### src/rtl/mul_pkg.sv
// ---------------------------------------------------------------------------
// mul_pkg
// Shared definitions for the multiplier arbiter slice.
//   state_t          : sequencer state encoding (3 bits, five states)
//   DEFAULT_WIDTH    : default operand width
//   DEFAULT_TIMEOUT  : default number of WAIT cycles before a job is aborted
// ---------------------------------------------------------------------------
package mul_pkg;

    localparam int DEFAULT_WIDTH   = 32;
    localparam int DEFAULT_TIMEOUT = 255;

    typedef enum logic [2:0] {
        IDLE  = 3'd0,
        CLEAR = 3'd1,
        START = 3'd2,
        WAIT  = 3'd3,
        RESP  = 3'd4
    } state_t;

endpackage

### src/rtl/rr_arb2.sv
// ---------------------------------------------------------------------------
// rr_arb2
// Two-input round-robin grant. The pointer names the preferred requester and
// only moves when the update strobe is high, at which point it hands
// preference to the requester that was not just served.
//   clk, reset   : clock, synchronous active-high reset (pointer -> 0)
//   req0, req1   : request lines
//   update       : pointer-update strobe
//   served       : index of the requester whose job just completed
//   grant_valid  : at least one request is present
//   grant_idx    : index of the requester that would be granted now
// ---------------------------------------------------------------------------
module rr_arb2 (
    input  logic clk,
    input  logic reset,
    input  logic req0,
    input  logic req1,
    input  logic update,
    input  logic served,
    output logic grant_valid,
    output logic grant_idx
);

    logic pointer;

    always_ff @(posedge clk) begin
        if (reset) begin
            pointer <= 1'b0;
        end else if (update) begin
            pointer <= ~served;
        end
    end

    // A lone requester wins regardless of the pointer; the pointer only
    // breaks ties.
    always_comb begin
        grant_valid = req0 | req1;
        grant_idx   = (req0 & req1) ? pointer : req1;
    end

endmodule

### src/rtl/mul_arbiter.sv
// ---------------------------------------------------------------------------
// mul_arbiter
// Round-robin arbiter and sequencer in front of a single shared iterative
// multiplier. Grants one of two requesters, latches its operands, runs the
// multiplier clear/start/done handshake with a timeout, and returns the
// product with a one-cycle acknowledge.
//   clk, reset            : clock, synchronous active-high reset
//   req0/req1             : requests, held with operands until ack
//   a0,b0 / a1,b1         : operands per requester
//   ack0/ack1             : one-cycle completion pulse per requester
//   result, err           : product (0 on timeout) and timeout flag
//   busy                  : sequencer is not idle
//   mul_opclear           : one-cycle clear pulse to the multiplier
//   mul_opstart           : start level, held until done or timeout
//   mul_a, mul_b          : latched operands driven to the multiplier
//   mul_opdone            : multiplier completion level
//   mul_result            : multiplier product, valid with mul_opdone
// ---------------------------------------------------------------------------
module mul_arbiter
    import mul_pkg::*;
#(
    parameter int WIDTH   = DEFAULT_WIDTH,
    parameter int TIMEOUT = DEFAULT_TIMEOUT
) (
    input  logic               clk,
    input  logic               reset,
    input  logic               req0,
    input  logic               req1,
    input  logic [WIDTH-1:0]   a0,
    input  logic [WIDTH-1:0]   b0,
    input  logic [WIDTH-1:0]   a1,
    input  logic [WIDTH-1:0]   b1,
    output logic               ack0,
    output logic               ack1,
    output logic [2*WIDTH-1:0] result,
    output logic               err,
    output logic               busy,
    output logic               mul_opclear,
    output logic               mul_opstart,
    output logic [WIDTH-1:0]   mul_a,
    output logic [WIDTH-1:0]   mul_b,
    input  logic               mul_opdone,
    input  logic [2*WIDTH-1:0] mul_result
);

    localparam int CW = $clog2(TIMEOUT + 1);

    state_t        state;
    logic          grant;
    logic [CW-1:0] cnt;
    logic [CW-1:0] cnt_next;
    logic          arb_valid;
    logic          arb_idx;
    logic          ptr_update;

    assign ptr_update = (state == RESP);
    assign cnt_next   = cnt + CW'(1);

    rr_arb2 u_rr_arb2 (
        .clk         (clk),
        .reset       (reset),
        .req0        (req0),
        .req1        (req1),
        .update      (ptr_update),
        .served      (grant),
        .grant_valid (arb_valid),
        .grant_idx   (arb_idx)
    );

    // Sequencer with registered outputs: each output is set on the edge that
    // enters the state in which it must be visible, so mul_opclear is high
    // throughout CLEAR, mul_opstart throughout START/WAIT and the ack in RESP.
    // The WAIT check uses cnt_next so that the job is aborted after exactly
    // TIMEOUT WAIT cycles; a done arriving in that last cycle still wins.
    always_ff @(posedge clk) begin
        if (reset) begin
            state       <= IDLE;
            grant       <= 1'b0;
            cnt         <= '0;
            ack0        <= 1'b0;
            ack1        <= 1'b0;
            result      <= '0;
            err         <= 1'b0;
            busy        <= 1'b0;
            mul_opclear <= 1'b0;
            mul_opstart <= 1'b0;
            mul_a       <= '0;
            mul_b       <= '0;
        end else begin
            ack0        <= 1'b0;
            ack1        <= 1'b0;
            mul_opclear <= 1'b0;
            case (state)
                IDLE: begin
                    if (arb_valid) begin
                        grant       <= arb_idx;
                        mul_a       <= arb_idx ? a1 : a0;
                        mul_b       <= arb_idx ? b1 : b0;
                        mul_opclear <= 1'b1;
                        busy        <= 1'b1;
                        state       <= CLEAR;
                    end
                end
                CLEAR: begin
                    mul_opstart <= 1'b1;
                    state       <= START;
                end
                START: begin
                    cnt   <= '0;
                    state <= WAIT;
                end
                WAIT: begin
                    cnt <= cnt_next;
                    if (mul_opdone) begin
                        result      <= mul_result;
                        err         <= 1'b0;
                        mul_opstart <= 1'b0;
                        ack0        <= ~grant;
                        ack1        <= grant;
                        state       <= RESP;
                    end else if (cnt_next == CW'(TIMEOUT)) begin
                        result      <= '0;
                        err         <= 1'b1;
                        mul_opstart <= 1'b0;
                        ack0        <= ~grant;
                        ack1        <= grant;
                        state       <= RESP;
                    end
                end
                RESP: begin
                    busy  <= 1'b0;
                    state <= IDLE;
                end
                default: begin
                    busy        <= 1'b0;
                    mul_opstart <= 1'b0;
                    state       <= IDLE;
                end
            endcase
        end
    end

endmodule
### config.mk
export PLATFORM = sky130hd
export DESIGN_NAME = mul_arbiter
export DESIGN_NICKNAME = d
export VERILOG_FILES = /design/src/rtl/mul_pkg.sv /design/src/rtl/rr_arb2.sv /design/src/rtl/mul_arbiter.sv
export SDC_FILE = /design/constraint.sdc
export NUM_CORES = 1
export LEC_CHECK = 0
export BUFFER_PORTS_ARGS = -buffer_cell sky130_fd_sc_hd__buf_2
export CAP_MARGIN = 20
export CORE_MARGIN = 1.5
export CORE_UTILIZATION = 43
export DETAILED_ROUTE_END_ITERATION = 8
export GPL_ROUTABILITY_DRIVEN = 0
export PLACE_DENSITY = 0.76
export SYNTH_ARGS = -nofsm -noshare
export SYNTH_HDL_FRONTEND = slang
export SYNTH_HIERARCHICAL = 1
export SYNTH_SLANG_ARGS = --single-unit
export TNS_END_PERCENT = 20
### constraint.sdc
create_clock -name clk -period 1.75 [get_ports clk]
set_input_delay 0.2625 -clock clk [delete_from_list [all_inputs] [get_ports clk]]
set_output_delay 0.2625 -clock clk [all_outputs]
set_load 0.01 [all_outputs]
-- Word-level counts from Yosys, hierarchy flattened
Cells that the tools add are included.
- bits in registers: 147
- bits in latches: 0
- memory bits (writable): 0
- bits in read-only memories: 0
- output and inout bits: 134
- memories: 0
- $add $sub $neg: 1
- $mul: 0
- divide/modulo/power cells: 0
- order comparisons: 0
- equality and inequality tests: 7
- shifts and indexed selects: 0
- muxes and demuxes: 22
- bitwise gates (word level): 7
- reduce and logical (&&, ||, !) cells: 12
- operators by type and width (operator ; count):
    $mux W64 ; 2
    $mux W32 ; 2
    $pmux W8 S2 ; 1
    $pmux W3 S4 ; 1
    $mux W1 ; 11
    $reduce_and A2 Y1 ; 5
    $mux W3 ; 3
    $add A8 B1 Y8 const B ; 1
    $eq A8 B8 Y1 const B ; 1
    $eq A3 B2 Y1 const B ; 2
    $reduce_or A3 Y1 ; 2
    $not A1 Y1 ; 5
    $reduce_bool A2 Y1 ; 2
    $reduce_or A2 Y1 ; 2
    $eq A3 B1 Y1 const B ; 1
    $eq A3 B3 Y1 const B ; 1
    $logic_not A3 Y1 ; 1
    $ne A3 B3 Y1 const B ; 1
    $pmux W1 S3 ; 1
    $ne A2 B2 Y1 const B ; 1
    $pmux W1 S2 ; 1
    $and A1 B1 Y1 ; 1
    $or A1 B1 Y1 ; 1

-- Longest topological paths before layout
Gate-level depths: netlist of the first run.
- depth in word-level cells: 5
- depth in mapped cells: 9
- depth with buffers taken out: 6

-- Hierarchy
Netlist of the first run, hierarchy kept.
- modules (own cells, without submodules) (module ; times used ; cells an instance ; area an instance (µm²) ; seq. area each (µm²)):
    mul_arbiter ; 1 ; 763 ; 7030.5 ; 2922.8
    rr_arb2 ; 1 ; 6 ; 53.8 ; 20.0

-- Least setup slack after synthesis of the first run
Ideal clock, no wire load.
- path type: flip-flop to flip-flop
- from: reg cnt[0]
- to: reg result[10]
- library setup time: 0.140 ns
- arrival time: 1.687 ns
- data required time: 1.610 ns
- setup slack: -0.077 ns
- cell stages (with the launch flop): 10
- period minus slack after synthesis: 1.827 ns
- cell sequence: dfxtp_1 > ha_1 > buf_6 > or3b_1 > o32ai_1 > a31o_2 > and2_4 > buf_8 > buf_8 > o22ai_2
- longest elaborated chain between the ends: 4
- RTL lines (item ; line ; source):
    start: declaration ; mul_arbiter.sv:50 ; logic [CW-1:0] cnt;
    start signal: assignment ; mul_arbiter.sv:113 ; cnt <= cnt_next;
    $add A8 B1 Y8 ; mul_arbiter.sv:57 ; assign cnt_next = cnt + CW'(1);
    $eq A8 B8 Y1 ; mul_arbiter.sv:121 ; end else if (cnt_next == CW'(TIMEOUT)) begin
    $reduce_bool A2 Y1 (no source line) ; - ;
    $reduce_and A2 Y1 (no source line) ; - ;
    end signal: assignment ; mul_arbiter.sv:115 ; result <= mul_result;
    end: declaration ; mul_arbiter.sv:35 ; output logic [2*WIDTH-1:0] result,
No other way between the ends.
A chain may end at the register's enable or synchronous reset.

-- Final worst setup path of the first run
- from: reg cnt[1]
- to: reg result[11]
The elaborated chain is that of the path after synthesis.

==> flow_metrics.py, run 1 <==
metrics = {
    "yosys": {
        "synth-edff-count": 0,
        "ys.flop_type": "dfxtp_1",
        "yosysWarnings": 6,
        "ys_seq_area_frac": 0.415,
        "synth_cells": 769,
        "synth_cell_types": 41,
        "ys_ff_latch": 147,
        "synth_area_um2": 7080,
        "syn-num-nets": 968,
        "avgSynthCellArea_um2": 9.21,
        "ys_async_sr_fraction": 0,
    },
    "worst_setup_path": {
        "end_kind": "flip-flop",
        "critical_path_arrival_ns": 2.10,
        "timing.rr.start": "cnt[1]$_SDFFE_PP0P_",
        "r2r_slack_ns": -0.05,
        "crit_path_cell_trace": "ha_4 > or3b_1 > o32ai_2 > a31o_2 > and2_4 > clkbuf_16 > o22ai_2",
        "worst_ep_required_time_ns": 2.06,
        "critPathMaxFanout": 6,
        "crit_path_start_kind": "flip-flop",
        "startpoint": "cnt[1]$_SDFFE_PP0P_",
        "critical-path-slowest-cell": "or3b_1",
        "crit_family": "simple AND/OR/NAND/NOR gates",
        "rr_worst_depth": 7,
        "critPathBufInv": 1,
        "reg2reg_to": "result[11]$_SDFFE_PP0P_",
        "critPathMaxStageDelay_ns": 0.37,
        "endpoint": "result[11]$_SDFFE_PP0P_",
        "crit_cells": 7,
        "path_class": "reg -> reg",
    },
    "power": {
        "internal_power_mw": 6.36,
        "p_sw_frac": 0.286,
        "p_clk_frac": 0.387,
        "p_switching_mw": 2.55,
        "combPwrFrac": 0.188,
        "seqPwrFrac": 0.425,
        "power.leakage_nw": 4.56,
        "power.density_nw_per_um2": 910,
        "ir_drop_mv": 0.649,
    },
    "placed_design": {
        "port_buffers": 330,
        "hpwlAfterDp_um": 14800,
    },
    "floorplanning": {
        "dieArea_um2": 17300,
        "rows": 46,
        "coreArea_um2": 16000,
        "die_x_um": 131,
        "die_h_um": 131,
        "initial_core_util": 0.443,
        "io_pins": 331,
    },
    "global_route": {
        "grtUsageTotal": 0.230,
        "grt_first_pass_wirelength_um": 31700,
        "overflow": 0,
        "grt_pass1_vias": 6230,
        "antenna_found_initial": 1,
        "grt_max_degree": 132,
    },
    "layout": {
        "final_common_cell": "buf_2",
        "final_cell_mix": "buf_2 (329), dfxtp_1 (144), nor2_1 (76), a21oi_1 (76), a211oi_1 (67)",
        "final_nets": 1275,
        "area_growth_syn_to_layout_pct": 38.3,
        "drive_gt1_frac": 0.467,
        "finish.utilization": 0.612,
    },
    "timing": {
        "drv_slew": 0,
        "hold_viol": 0,
        "rsz0062_at_grt": "true",
        "worst_pin_slew_ns": 0.528,
        "maxSlewHeadroom": 0.645,
        "fin_crit_sh": 1.03,
        "fin_ws_ns": -0.0452,
        "setup_viol": 23,
        "timing.fmax_ghz": 0.557,
        "fin_crit_ns": 1.80,
        "skew_ns": 0.00740,
        "fin_hold_ws_ns": 0.174,
    },
    "route": {
        "vias": 6927,
        "ant_nets": 0,
        "routedWlPerCell_um": 16.2,
        "drc_errors": 0,
        "drt-total-wl_um": 21200,
        "drt_iter0_markers": 381,
        "firstDrtPassIters": 7,
        "viasPerCell": 5.30,
    },
    "clocking": {
        "hold_buffers": 0,
        "cts.reportedPaths.clkPinSlew_ns": 0.06,
        "cts_tree": "done",
        "insertion_delay_ns": 0.43,
        "cts_max_level": 4,
        "clkSinkCount": 147,
        "cts_inserted_buffers": 17,
        "cts-root-buf": "clkbuf_16",
        "cts_max_path_buffers": 2,
    },
    "hold_path": {
        "worstHoldPathType": "in -> reg",
    },
    "run_status": {
        "violations": "setup timing",
        "status": "finished, violations left",
    },
    "job": {
        "maxCapViolCount": 0,
    },
}
==> how the worst min path moves through the flow <==
stage,endpoint,startpoint,cells after the start
after floorplan,u_rr_arb2/pointer$_SDFFE_PP0P_,reset,1
after global placement,busy$_SDFFE_PP0P_,busy$_SDFFE_PP0P_,2
after detailed placement,busy$_SDFFE_PP0P_,busy$_SDFFE_PP0P_,2
after CTS,mul_a[10]$_SDFFE_PP0P_,a0[10],3
after global routing,mul_b[29]$_SDFFE_PP0P_,b0[29],3
final,mul_a[10]$_SDFFE_PP0P_,a0[10],3
==> cells in the mapped netlist, drive strengths merged, types with 3 or more instances <==
| library cell | n | area, µm² |
|---|---|---|
| o22ai | 66 | 551 |
| nor2 | 78 | 293 |
| o21ai | 4 | 20.0 |
| clkbuf | 51 | 191 |
| nand2b | 3 | 18.8 |
| buf | 35 | 238 |
| nor3 | 5 | 25.0 |
| nand3 | 3 | 15.0 |
| dfxtp | 147 | 2940 |
| mux2i | 65 | 651 |
| and2 | 4 | 28.8 |
| and3 | 65 | 407 |
| a21oi | 76 | 380 |
| a211oi | 69 | 528 |
| nand2 | 6 | 22.5 |
| a21o | 5 | 37.5 |
| or3b | 65 | 569 |
| inv | 4 | 15.0 |
==> timing repair <==
action	CTS	global route
endpoints found under the setup margin	56	68
gates cloned	0	7
pin swaps	3	7
setup buffers	0	2
gates resized for setup	6	11
endpoints found under the hold margin	0	0
==> per-layer routing <==
metal | up-vias | global-route usage | wire length [µm]
li1 | 3460 | - | -
met1 | 3137 | 0.266 | 8510
met2 | 281 | 0.392 | 10500
met3 | 49 | 0.0471 | 1200
met4 | 0 | 0.136 | 988
met5 | - | 0 | 0
==> power by group through the flow <==
| stage | logic (mW) | clock network (mW) | registers, mW |
|---|---|---|---|
| 2_1_floorplan | 0.795 | 0 | 3.97 |
| 3_3_place_gp | 1.65 | 0 | 3.85 |
| 3_5_place_dp | 1.68 | 0 | 3.85 |
| 4_1_cts | 1.68 | 3.51 | 3.78 |
| 5_1_grt | 1.82 | 3.65 | 3.82 |
| 6_report | 1.67 | 3.45 | 3.79 |
==> registers in the layout (all words and copies together), names as in the netlist <==
register and flops:
state 3, result 64, mul_b 32, cnt 8, mul_a 32, busy 1
ack1 1, mul_opstart 1, mul_opclear 1, u_rr_arb2/pointer 1, err 1, grant 1
ack0 1
==> tightest hold or removal path: stages <==
cell	delay, ns
buf_2	0.09
mux2i_1	0.11
a211oi_1	0.08
==> cell type report <==
class                   count  area, µm²
diodes                      1       2.50
clock inverters            12        109
fillers                  1408       6210
flip-flops and latches    147       2950
repair buffers            372       2220
inverters                   4       15.0
well taps                 216        270
multi-input cells         534       3780
clock buffers              20        447
==> stage by stage <==
step	TNS [ns]	area [µm²]	setup slack, ns	std cells	power, mW
floorplan	-2.40	7090	-0.0640	769	4.77
global placement	-0.0845	9050	-0.00949	1264	5.49
detailed placement	-0.409	9050	-0.0400	1264	5.53
CTS	0	9640	0.00112	1296	8.98
global route	-4.22	9790	-0.111	1306	9.28
finish	-0.493	9790	-0.0452	1306	8.91
==> cell families (layout without fill, tap and decap cells) <==
group / Yosys count / count (layout) / share of synthesized area
flops: 147 / 147 / 0.415
simple gates: 239 / 241 / 0.206
buf+inv: 90 / 408 / 0.0627
fa+ha+maj: 2 / 2 / 0.00353
mux: 65 / 65 / 0.0918
compound gates: 226 / 226 / 0.220
other cells: 0 / 1 / 0
No activity file was read; power rests on OpenSTA's default activity.
==> inputs of run 2 (changes only) <==
--- a/config.mk
+++ b/config.mk
@@ -7,11 +7,11 @@
 export LEC_CHECK = 0
 export BUFFER_PORTS_ARGS = -buffer_cell sky130_fd_sc_hd__buf_2
 export CAP_MARGIN = 20
-export CORE_MARGIN = 1.5
-export CORE_UTILIZATION = 43
+export CORE_AREA = 2 2 129 131
 export DETAILED_ROUTE_END_ITERATION = 8
+export DIE_AREA = 0 0 131 133
 export GPL_ROUTABILITY_DRIVEN = 0
-export PLACE_DENSITY = 0.76
+export PLACE_DENSITY = 0.77
 export SYNTH_ARGS = -nofsm -noshare
 export SYNTH_HDL_FRONTEND = slang
 export SYNTH_HIERARCHICAL = 1
==> constraint.sdc (replaced) <==
create_clock -name clk -period 2.1 [get_ports clk]
set_input_delay 0.21 -clock clk [delete_from_list [all_inputs] [get_ports clk]]
set_output_delay 0.21 -clock clk [all_outputs]
set_load 0.01 [all_outputs]
==> run 2 against run 1 <==
  * Sequential power down 17%
  * Setup slack gained 0.26 ns
  * Combinational power fell by 20%
  * Critical path type unchanged
  * Sequential share of layout area up 1.1 points
  * The run now ends clean
  * Power is 16% lower
  * Largest cell class unchanged
==> flow_metrics.py, run 2 (same netlist as run 1, synthesis figures left out) <==
metrics = {
    "layout": {
        "area_growth_syn_to_layout_pct": 33.4,
        "diodes": 0,
        "largest_register": "result",
        "final_cell_mix": "buf_2 (329), dfxtp_1 (147), nor2_1 (77), a21oi_1 (76), a211oi_1 (67)",
        "largest_registers": "result (64), mul_a (32), mul_b (32)",
        "final_nets": 1253,
        "final_common_cell": "buf_2",
        "drive_gt1_frac": 0.449,
        "largest_reg_flops": 64,
        "fin_area_um2": 9450,
    },
    "timing": {
        "skew_ns": 0.00733,
        "timing.fmax_ghz": 0.531,
        "hold_viol": 0,
        "maxSlewHeadroom": 0.591,
        "fin_crit_ns": 1.88,
        "worst_pin_slew_ns": 0.613,
        "rsz0062_at_grt": "false",
        "fin_crit_sh": 0.897,
        "setup_viol": 0,
        "drv_slew": 0,
        "tns_ns": 0,
    },
    "worst_setup_path": {
        "end_kind": "flip-flop",
        "path_class": "reg -> reg",
        "critical_path_arrival_ns": 2.16,
        "crit_path_start_kind": "flip-flop",
        "crit_path_cell_trace": "ha_2 > nand3_1 > o32ai_1 > a31o_2 > and2_4 > buf_4 > o22ai_1",
        "critical-path-slowest-cell": "dfxtp_1",
        "worst_ep_required_time_ns": 2.38,
        "critPathMaxFanout": 9,
        "critPathMaxStageDelay_ns": 0.38,
    },
    "job": {
        "maxCapViolCount": 0,
    },
    "global_route": {
        "grt_first_pass_wirelength_um": 30600,
        "busiest_layer": "met2",
        "overflow": 0,
        "globalRouteMet3Util": 0.0558,
        "grt.met1_usage": 0.262,
        "grtUsageTotal": 0.223,
        "met2_usage": 0.374,
        "grt_pass1_vias": 6073,
        "grt_max_degree": 132,
        "antenna_found_initial": 1,
    },
    "route": {
        "viasPerCell": 5.24,
        "routedWlPerCell_um": 15.9,
        "drc_errors": 0,
        "drt_iter0_markers": 359,
        "firstDrtPassIters": 4,
        "ant_nets": 0,
        "vias": 6741,
        "drt-total-wl_um": 20500,
    },
    "power": {
        "power.density_nw_per_um2": 793,
        "ir_drop_mv": 0.533,
        "power.leakage_nw": 4.41,
    },
    "floorplanning": {
        "die_h_um": 133,
        "die_x_um": 131,
        "coreArea_um2": 16200,
        "initial_core_util": 0.438,
        "rows": 47,
        "io_pins": 331,
        "dieArea_um2": 17400,
    },
    "clocking": {
        "cts_tree": "done",
        "hold_buffers": 0,
        "cts.reportedPaths.clkPinSlew_ns": 0.06,
        "cts-root-buf": "clkbuf_16",
        "cts_max_level": 4,
        "cts_inserted_buffers": 17,
        "clkSinkCount": 147,
        "cts_max_path_buffers": 2,
        "insertion_delay_ns": 0.42,
    },
    "hold_path": {
        "worstHoldPathType": "in -> reg",
    },
    "placed_design": {
        "port_buffers": 330,
        "hpwlAfterDp_um": 14400,
        "placed_area_um2": 8860,
    },
    "run_status": {
        "status": "finished, final reports clean",
    },
}
## run 2: changes by cell type in the layout (fill, tap and decap cells not counted), sizes merged
cell and delta:
clkbuf -2, bufinv +1, buf -17, and2 -2, clkinvlp -2, inv -1, diode -1
## run 2: power breakdown
part	internal [mW]	switching (mW)	leakage (nW)
Clock	1.83	1.18	0.281
Combinational	0.589	0.747	2.92
Sequential	3.02	0.131	1.20
Total	5.44	2.06	4.41
## run 2: per-layer routing
| metal | vias to the layer above | share of wire |
|---|---|---|
| li1 | 3414 | - |
| met1 | 2994 | 0.40 |
| met2 | 289 | 0.49 |
| met3 | 42 | 0.073 |
| met4 | 2 | 0.032 |
| met5 | - | 0.00064 |
## run 2: repair_timing
action / in CTS / in global routing
setup endpoints to repair: 0 / 50
resized for setup: 0 / 1
buffers inserted: 0 / 1
## run 2: worst max-delay path: cells and delay by family, from the launching register on
family / cells / cell delay [ns]
AO/OA/AOI/OAI: 3 / 0.51
flip-flops: 1 / 0.38
AND/OR/NAND/NOR: 2 / 0.37
adder cells (fa/ha/maj): 1 / 0.28
buffers and inverters: 1 / 0.20
## run 2: layout make-up
type                            count  area [µm²]
Clock buffer                       21         470
Timing Repair Buffer              352        1910
Clock inverter                     10         108
Inverter                            4        15.0
Multi-Input combinational cell    532        3730
Fill cell                        1415        6720
Tap cell                          220         275
Sequential cell                   147        2940
## run 2: worst paths after layout
kind | endpoint | cells after the start | start | slack (ns)
max | result[36]$_SDFFE_PP0P_ | 7 | cnt[1]$_SDFFE_PP0P_ | 0.22
min | mul_b[25]$_SDFFE_PP0P_ | 3 | b0[25] | 0.12
max reg2reg | result[36]$_SDFFE_PP0P_ | 7 | cnt[1]$_SDFFE_PP0P_ | 0.22
min reg2reg | busy$_SDFFE_PP0P_ | 2 | busy$_SDFFE_PP0P_ | 0.47
## run 2: through the flow
| step | utilization | hold slack (ns) | instances | power (mW) | setup slack, ns |
|---|---|---|---|---|---|
| 2_1_floorplan | - | 0.283 | 769 | 3.97 | 0.273 |
| 3_3_place_gp | 0.548 | 0.463 | 1254 | 4.52 | 0.152 |
| 3_5_place_dp | 0.548 | 0.467 | 1254 | 4.55 | 0.112 |
| 4_1_cts | 0.584 | 0.112 | 1285 | 7.55 | 0.106 |
| 5_1_grt | 0.584 | 0.134 | 1286 | 7.80 | 0.0367 |
| 6_report | 0.584 | 0.123 | 1286 | 7.49 | 0.216 |
==> inputs of run 3 (changes only) <==
--- a/config.mk
+++ b/config.mk
@@ -7,11 +7,11 @@
 export LEC_CHECK = 0
 export BUFFER_PORTS_ARGS = -buffer_cell sky130_fd_sc_hd__buf_2
 export CAP_MARGIN = 20
-export CORE_AREA = 2 2 129 131
+export CORE_MARGIN = 1.5
+export CORE_UTILIZATION = 43
 export DETAILED_ROUTE_END_ITERATION = 8
-export DIE_AREA = 0 0 131 133
 export GPL_ROUTABILITY_DRIVEN = 0
-export PLACE_DENSITY = 0.77
+export PLACE_DENSITY = 0.78
 export SYNTH_ARGS = -nofsm -noshare
 export SYNTH_HDL_FRONTEND = slang
 export SYNTH_HIERARCHICAL = 1
==> constraint.sdc (replaced) <==
create_clock -name clk -period 1.6 [get_ports clk]
set_input_delay 0.16 -clock clk [delete_from_list [all_inputs] [get_ports clk]]
set_output_delay 0.16 -clock clk [all_outputs]
set_load 0.01 [all_outputs]
==> run 3 against run 2 <==
  * Sequential power rose by 32%
  * The flow now finishes with violations (setup timing)
  * Largest power group is now the clock network
  * Cell area rose by 4.9%
  * Maximum frequency rose by 7.1%
  * Sequential share of layout area fell by 1.4 points
  * Clock-buffer cell count did not move
  * Hold slack got worse by 0.050 ns
  * Largest cell class unchanged
  * Register-to-register slack got worse by 0.38 ns
  * Utilization rose by 3.5 points
  * First-iteration DRC count fell by 15%
  * Flip-flop and latch count did not move
  * Critical path type unchanged
  * Non-clock buffer count rose by 32
==> flow_metrics.py, run 3 (same netlist as run 1, synthesis figures left out) <==
metrics = {
    "floorplanning": {
        "io_pins": 331,
        "die_h_um": 131,
        "rows": 46,
        "die_x_um": 131,
        "coreArea_um2": 16000,
        "dieArea_um2": 17300,
        "initial_core_util": 0.443,
    },
    "layout": {
        "final_cell_mix": "buf_2 (329), dfxtp_1 (144), nor2_1 (76), a21oi_1 (76), a211oi_1 (67)",
        "fin_cells": 1316,
        "final_nets": 1285,
        "fin_area_um2": 9910,
        "largest_reg_flops": 64,
        "ff_latch_area_um2": 2950,
        "area_growth_syn_to_layout_pct": 39.9,
        "largest_registers": "result (64), mul_a (32), mul_b (32)",
        "largest_register": "result",
        "drive_gt1_frac": 0.470,
        "final_common_cell": "buf_2",
        "multi_input_area_um2": 3750,
        "fillCellCount": 1356,
    },
    "power": {
        "combPwrFrac": 0.186,
        "power.leakage_nw": 4.65,
        "seqPwrFrac": 0.403,
        "p_clk_frac": 0.411,
        "p_switching_mw": 2.72,
        "internal_power_mw": 7.57,
        "p_sw_frac": 0.264,
        "ir_drop_mv": 0.713,
        "power.density_nw_per_um2": 1040,
    },
    "worst_setup_path": {
        "end_kind": "flip-flop",
        "crit_path_cell_trace": "ha_4 > or3b_1 > o32ai_2 > a31o_2 > and2_4 > buf_12 > o22ai_1",
        "rr_worst_depth": 7,
        "crit_family": "simple AND/OR/NAND/NOR gates",
        "path_class": "reg -> reg",
        "critical_path_arrival_ns": 2.06,
        "timing.rr.start": "cnt[1]$_SDFFE_PP0P_",
        "startpoint": "cnt[1]$_SDFFE_PP0P_",
        "crit_cells": 7,
        "critical-path-slowest-cell": "or3b_1",
        "crit_path_start_kind": "flip-flop",
        "critPathMaxFanout": 15,
        "critPathBufInv": 1,
        "critPathMaxStageDelay_ns": 0.36,
        "worst_ep_required_time_ns": 1.90,
    },
    "route": {
        "ant_nets": 0,
        "drt-total-wl_um": 21200,
        "routedWlPerCell_um": 16.1,
        "drc_errors": 0,
        "viasPerCell": 5.34,
        "drt_iter0_markers": 305,
        "firstDrtPassIters": 4,
        "vias": 7022,
    },
    "placed_design": {
        "hpwlAfterDp_um": 15400,
        "port_buffers": 330,
        "place_ws_ns": -0.187,
        "placed_area_um2": 9240,
        "dp_cells": 1282,
    },
    "timing": {
        "hold_viol": 0,
        "fin_crit_sh": 1.10,
        "drv_slew": 0,
        "fin_crit_ns": 1.76,
        "skew_ns": 0.00925,
        "worst_pin_slew_ns": 0.483,
        "rsz0062_at_grt": "true",
        "fin_ws_ns": -0.159,
        "timing.fmax_ghz": 0.569,
        "setup_viol": 72,
        "maxSlewHeadroom": 0.675,
    },
    "global_route": {
        "grt_max_degree": 68,
        "antenna_found_initial": 3,
        "grt_pass1_vias": 6494,
        "overflow": 0,
        "grt_first_pass_wirelength_um": 32800,
        "grtUsageTotal": 0.236,
    },
    "hold_path": {
        "holdPathStages": 3,
        "min-delay-start": "a0[18]",
        "worstHoldPathType": "in -> reg",
    },
    "clocking": {
        "cts_max_path_buffers": 2,
        "cts.reportedPaths.clkPinSlew_ns": 0.06,
        "clkSinkCount": 147,
        "cts_tree": "done",
        "cts_max_level": 4,
        "cts_inserted_buffers": 17,
        "cts-root-buf": "clkbuf_16",
        "insertion_delay_ns": 0.42,
    },
    "run_status": {
        "status": "finished, violations left",
        "violations": "setup timing",
    },
    "job": {
        "maxCapViolCount": 0,
    },
}
[run 3: changes by cell type in the layout (fill, tap and decap cells not counted), moves of 2 or more]
cell / before / now
buf_4: 15 / 35
buf_12: 7 / 18
clkinv_2: 5 / 2
dfxtp_1: 147 / 144
dfxtp_2: 0 / 3
diode_2: 0 / 3
bufinv_16: 2 / 4
[run 3: power groups by stage]
stage                     Clock (mW)  Sequential, mW  Combinational [mW]
after floorplan                    0            4.34               0.869
after CTS                       4.29            4.15                1.92
after detailed placement           0            4.22                1.92
final                           4.23            4.15                1.91
after global placement             0            4.21                1.89
after global routing            4.44            4.18                2.07
[run 3: repair_timing]
item                                    in CTS  in global routing
hold buffers                                 0                  0
setup buffers                                0                  1
pin swaps                                    2                  1
resized for setup                            3                  4
endpoints found under the setup margin      71                101
[run 3: path summary, 6_finish.rpt]
check	endpoint	slack, ns
max reg2reg	result[51]$_SDFFE_PP0P_	-0.16
max	result[51]$_SDFFE_PP0P_	-0.16
min reg2reg	busy$_SDFFE_PP0P_	0.48
min	mul_a[18]$_SDFFE_PP0P_	0.07
[run 3: area by class of cell]
class | count | area share
multi-input combinational | 532 | 0.379
sequential | 147 | 0.297
timing repair buffer | 384 | 0.231
clock buffer | 21 | 0.0475
tap | 216 | 0.0273
clock inverter | 9 | 0.0155
inverter | 4 | 0.00152
antenna | 3 | 0.000758
[run 3: through the flow]
step	power, mW	TNS [ns]	util	hold WS [ns]
global placement	6.09	-7.71	0.577	0.459
finish	10.3	-9.17	0.619	0.0729
CTS	10.4	-8.25	0.617	0.0622
detailed placement	6.14	-10.41	0.577	0.473
floorplan	5.21	-11.69	-	0.233
global route	10.7	-17.12	0.619	0.0833
[run 3: worst register-to-register path, cell delays in order (launching register included)]
cell and delay [ns]:
dfxtp_2 0.34, ha_4 0.17, or3b_1 0.37, o32ai_2 0.12, a31o_2 0.15, and2_4 0.23
buf_12 0.17, o22ai_1 0.09
[run 3: metal layers]
| layer | routed length [µm] | up-vias | global-route usage |
|---|---|---|---|
| met5 | 0 | - | 0 |
| met4 | 1050 | 0 | 0.148 |
| li1 | - | 3478 | - |
| met1 | 8630 | 3205 | 0.276 |
| met3 | 1210 | 54 | 0.0478 |
| met2 | 10400 | 285 | 0.394 |
